File: src/rtl/debounce_pkg.sv
// Shared constants for the push-button debouncer: FSM state encoding and default timing.
package debounce_pkg;

    localparam logic [1:0] IDLE_LOW  = 2'b00;
    localparam logic [1:0] WAIT_HIGH = 2'b01;
    localparam logic [1:0] IDLE_HIGH = 2'b10;
    localparam logic [1:0] WAIT_LOW  = 2'b11;

    localparam int unsigned DEFAULT_SYNC_STAGES     = 2;
    localparam int unsigned DEFAULT_DEBOUNCE_CYCLES = 4;

    typedef enum logic [1:0] {
        StIdleLow  = IDLE_LOW,
        StWaitHigh = WAIT_HIGH,
        StIdleHigh = IDLE_HIGH,
        StWaitLow  = WAIT_LOW
    } state_e;

endpackage

File: src/rtl/sync_chain.sv
// Multi-flop synchronizer bringing an asynchronous input into the clock domain.
module sync_chain #(
    parameter int unsigned STAGES = 2
) (
    input  logic clk,
    input  logic rst,
    input  logic din,
    output logic dout
);

    logic [STAGES-1:0] chain_q;

    always_ff @(posedge clk or posedge rst) begin
        if (rst) begin
            chain_q <= '0;
        end else begin
            chain_q <= {chain_q[STAGES-2:0], din};
        end
    end

    assign dout = chain_q[STAGES-1];

endmodule

File: src/rtl/push_button_debouncer.sv
// Synchronizes and debounces a raw push-button; emits a clean level plus one-cycle
// press/release strobes, all registered.
module push_button_debouncer
    import debounce_pkg::*;
#(
    parameter int unsigned SYNC_STAGES     = DEFAULT_SYNC_STAGES,
    parameter int unsigned DEBOUNCE_CYCLES = DEFAULT_DEBOUNCE_CYCLES
) (
    input  logic input_clock1_clk_1,
    input  logic input_push_button2_rst_2,
    input  logic input_push_button3_btn_3,
    output logic output_led1_level_4,
    output logic output_led2_press_5,
    output logic output_led3_release_6
);

    localparam int unsigned    CNT_W    = $clog2(DEBOUNCE_CYCLES) + 1;
    localparam logic [CNT_W-1:0] CNT_LAST = CNT_W'(DEBOUNCE_CYCLES - 1);
    localparam logic [CNT_W-1:0] CNT_ONE  = CNT_W'(1);

    logic             btn_sync;
    state_e           state_q, state_d;
    logic [CNT_W-1:0] cnt_q, cnt_d;
    logic             level_q, level_d;
    logic             press_q, press_d;
    logic             release_q, release_d;

    sync_chain #(
        .STAGES (SYNC_STAGES)
    ) u_sync_chain (
        .clk  (input_clock1_clk_1),
        .rst  (input_push_button2_rst_2),
        .din  (input_push_button3_btn_3),
        .dout (btn_sync)
    );

    always_ff @(posedge input_clock1_clk_1 or posedge input_push_button2_rst_2) begin
        if (input_push_button2_rst_2) begin
            state_q   <= StIdleLow;
            cnt_q     <= '0;
            level_q   <= 1'b0;
            press_q   <= 1'b0;
            release_q <= 1'b0;
        end else begin
            state_q   <= state_d;
            cnt_q     <= cnt_d;
            level_q   <= level_d;
            press_q   <= press_d;
            release_q <= release_d;
        end
    end

    // Entering a WAIT state counts the first agreeing sample, so acceptance happens on
    // the DEBOUNCE_CYCLES-th consecutive sample.
    always_comb begin
        state_d   = state_q;
        cnt_d     = cnt_q;
        level_d   = level_q;
        press_d   = 1'b0;
        release_d = 1'b0;
        case (state_q)
            StIdleLow: begin
                level_d = 1'b0;
                if (btn_sync) begin
                    state_d = StWaitHigh;
                    cnt_d   = CNT_ONE;
                end else begin
                    cnt_d = '0;
                end
            end
            StWaitHigh: begin
                if (!btn_sync) begin
                    state_d = StIdleLow;
                    cnt_d   = '0;
                end else if (cnt_q == CNT_LAST) begin
                    state_d = StIdleHigh;
                    level_d = 1'b1;
                    press_d = 1'b1;
                    cnt_d   = '0;
                end else begin
                    cnt_d = cnt_q + CNT_ONE;
                end
            end
            StIdleHigh: begin
                level_d = 1'b1;
                if (!btn_sync) begin
                    state_d = StWaitLow;
                    cnt_d   = CNT_ONE;
                end else begin
                    cnt_d = '0;
                end
            end
            StWaitLow: begin
                if (btn_sync) begin
                    state_d = StIdleHigh;
                    cnt_d   = '0;
                end else if (cnt_q == CNT_LAST) begin
                    state_d   = StIdleLow;
                    level_d   = 1'b0;
                    release_d = 1'b1;
                    cnt_d     = '0;
                end else begin
                    cnt_d = cnt_q + CNT_ONE;
                end
            end
            default: begin
                state_d = StIdleLow;
                cnt_d   = '0;
                level_d = 1'b0;
            end
        endcase
    end

    assign output_led1_level_4   = level_q;
    assign output_led2_press_5   = press_q;
    assign output_led3_release_6 = release_q;

endmodule

File: config.mk
export PLATFORM = sky130hd
export DESIGN_NAME = push_button_debouncer
export DESIGN_NICKNAME = d
export VERILOG_FILES = /design/src/rtl/debounce_pkg.sv /design/src/rtl/sync_chain.sv /design/src/rtl/push_button_debouncer.sv
export SDC_FILE = /design/constraint.sdc
export NUM_CORES = 1
export LEC_CHECK = 0
export ABC_AREA = 1
export ABC_CLOCK_PERIOD_IN_PS = 1550
export CAP_MARGIN = 20
export CORE_AREA = 2 2 39 41
export CTS_CLUSTER_SIZE = 40
export DETAILED_ROUTE_END_ITERATION = 10
export DIE_AREA = 0 0 41 43
export MAX_ROUTING_LAYER = met4
export PLACE_DENSITY = 0.61
export SLEW_MARGIN = 20
export SYNTH_ARGS = -nofsm -noshare
export SYNTH_HDL_FRONTEND = slang
export SYNTH_SLANG_ARGS = --single-unit
export TNS_END_PERCENT = 10
File: constraint.sdc
create_clock -name input_clock1_clk_1 -period 1.55 [get_ports input_clock1_clk_1]
set_clock_uncertainty 0.05 [all_clocks]
set_input_delay 0.155 -clock input_clock1_clk_1 [delete_from_list [all_inputs] [get_ports input_clock1_clk_1]]
set_output_delay 0.155 -clock input_clock1_clk_1 [all_outputs]
set_load 0.01 [all_outputs]
==> flow_metrics.env <==
export IMPL_drv_cap=0
export IMPL_rrSetupSlack_ps=210
export IMPL_rsz0062_at_grt="false"
export IMPL_ys_flop_type="dfrtp_1"
export IMPL_drc=0
export IMPL_cts_resized=0
export IMPL_antenna_cells=0
export IMPL_relSlewSlack_pct=75.2
export IMPL_ctsRootBufferMaster="clkbuf_4"
export IMPL_worstPathArrival_ps=1450
export IMPL_stdcell_count=78
export IMPL_wl_um=743
export IMPL_finalCritPeriodShare_pct=86.7
export IMPL_p_leak_nw=0.316
export IMPL_layout_drive_gt1_share_pct=19.4
export IMPL_grt_pass1_wl_um=1440
export IMPL_max_freq_mhz=744
export IMPL_worstPathRequired_ps=1650
export IMPL_synth_edf_count=0
export IMPL_syn_area_um2=524
export IMPL_post_drt_via_cell_ratio=4.55
export IMPL_worst_r2r_startpoint="state_q[0]"
export IMPL_fin_crit_ps=1340
export IMPL_dp_final_hpwl_um=584
export IMPL_startpoint_type="flip-flop"
export IMPL_h_tree_depth=1
export IMPL_synth_commonest_cells="nand2_1, dfrtp_1, ha_1, inv_1, nor2_1"
export IMPL_portBuffers=5
export IMPL_final_setup_worst_slack_ps=206
export IMPL_postCtsSetupBuffers=0
export IMPL_setup_worst_path_start="state_q[0]"
export IMPL_clockBufferDepth=2
export IMPL_path_max_fanout=6
export IMPL_initial_utilization_pct=37.9
export IMPL_die_x_um=41
export IMPL_synth_most_common_cell="nand2_1"
export IMPL_yosysUniqueCellTypes=18
export IMPL_dr_total_vias=355
export IMPL_dp_cells=75
export IMPL_die_area_mm2=0.00176
export IMPL_yosysTopAreaCellShare_pct=47.7
export IMPL_peakVddDrop_v=0.000616
export IMPL_path_clk_slew_ps=60
export IMPL_cts_buffers=3
export IMPL_grt_overflow=0
export IMPL_rows=14
export IMPL_ys_seq_area_share_pct=47.7
export IMPL_io_pins=6
export IMPL_grt_usage_pct=13.0
export IMPL_path_class="flip-flop to flip-flop"
export IMPL_synth_top_area_cell="dfrtp_1"
export IMPL_cts_hold_buf=0
export IMPL_grt_start_max_net_pins=11
export IMPL_crit_path_end_kind="flip-flop"
export IMPL_drtIter0Drc=5
export IMPL_core_mm2=0.00138
export IMPL_hold_class="input pin to asynchronous set/reset pin"
export IMPL_syn_nets=63
export IMPL_drtAntennaViolNets=0
export IMPL_die_h_um=43
export IMPL_max_slew_worst_pin_slew_ps=371
export IMPL_antenna_found_initial=0
export IMPL_synth_area_top_cells="dfrtp_1, ha_1, nand2_1, inv_1, nand2_4"
export IMPL_setup_viol=0
export IMPL_synthCells=54
export IMPL_synth_seq_cells=10
export IMPL_place_congestion=0.728
export IMPL_final_setup_tns_ps=0
export IMPL_ff2ff_path_depth=8
export IMPL_place_ws_ps=231
export IMPL_syn_avg_cell_area_um2=9.71
export IMPL_post_drt_wl_per_cell_um=9.53
export IMPL_firstDrtPassIters=2
export IMPL_area_growth_synth_to_final_pct=17.7
export IMPL_hold_viol=0
export IMPL_synthArstFlopShare_pct=100
export IMPL_cts_tree="yes"
export IMPL_insertion_delay_ps=260
export IMPL_status="finished clean"
export IMPL_cts_sinks=10
export IMPL_yosysWarnings=0
export IMPL_power_total_uw=997
export IMPL_slew_violations=0
export IMPL_power_density_mw_per_mm2=1620
export IMPL_grt_pass1_vias=335
export IMPL_finalNetCount=73
worst max-delay path by stage:
stage	slack (ps)	endpoint
6_report	210	flip-flop
4_1_cts	200	output_led1_level_4
5_1_grt	100	flip-flop
2_1_floorplan	320	state_q[0]
3_5_place_dp	230	flip-flop
3_3_place_gp	250	state_q[0]
placed cells by master (no fill, tap or decap):
cell             count
o21ai_0              1
o21ai_1              1
nand3b_1             1
clkbuf_4             3
clkdlybuf4s50_1      5
a21oi_1              1
nand2_1             11
nor2_1               4
nor3b_2              1
nand2_2              3
inv_2                1
and3_2               1
inv_1                6
nand4_1              1
nand2_4              2
a21boi_1             1
nand3_1              2
ha_1                 6
o21ai_2              1
dfrtp_1             10
through the flow:
| step | cell area [um2] | hold slack, ps | util [%] |
|---|---|---|---|
| 2_1_floorplan | 524 | -54.8 | - |
| 3_3_place_gp | 594 | 281 | 42.9 |
| 3_5_place_dp | 594 | 286 | 42.9 |
| 4_1_cts | 617 | 128 | 44.6 |
| 5_1_grt | 617 | 169 | 44.6 |
| 6_report | 617 | 111 | 44.6 |
cells by family after synthesis:
group                      synth area share, %
AOI/OAI and AO/OA                         5.96
adders and majority gates                 14.3
buffers and inverters                     5.01
DFF                                       47.7
and+or+nand+nor                           27.0
state kept, by name, indices dropped and copies added, names as in the netlist, named ones only:
register,cells
output_led1_level_4,1
output_led3_release_6,1
state_q,1
u_sync_chain.chain_q,2
cnt_q,3
output_led2_press_5,1
layer usage:
metal	GRT usage [%]	vias up	routed length [um]
li1	-	187	-
met1	15.5	156	366
met2	16.9	8	317
met3	6.28	4	39
met4	8.00	0	19
met5	-	-	0
critical path: stages (launching register included):
cell	delay (ps)
dfrtp_1	440
inv_1	110
ha_1	240
inv_1	60
nand2_1	40
nand2_1	110
nand3_1	80
nand2_1	60
nand2_1	50
cell type report:
cell class                 instances  area, um2
clock buffer                       3       22.5
fill                             138        767
inverter                           7       26.3
multi-input combinational         37        248
sequential                        10        250
tap                               16       20.0
timing repair buffer               5       50.0
report_power, final:
| part | total [mW] | switching [mW] | leakage (nW) | internal [mW] |
|---|---|---|---|---|
| sequential | 0.377 | 0.0512 | 0.128 | 0.326 |
| combinational | 0.450 | 0.251 | 0.174 | 0.199 |
| clock | 0.170 | 0.0804 | 0.0138 | 0.0893 |
| total | 0.997 | 0.383 | 0.316 | 0.614 |
No activity file was read; power rests on OpenSTA's default activity.
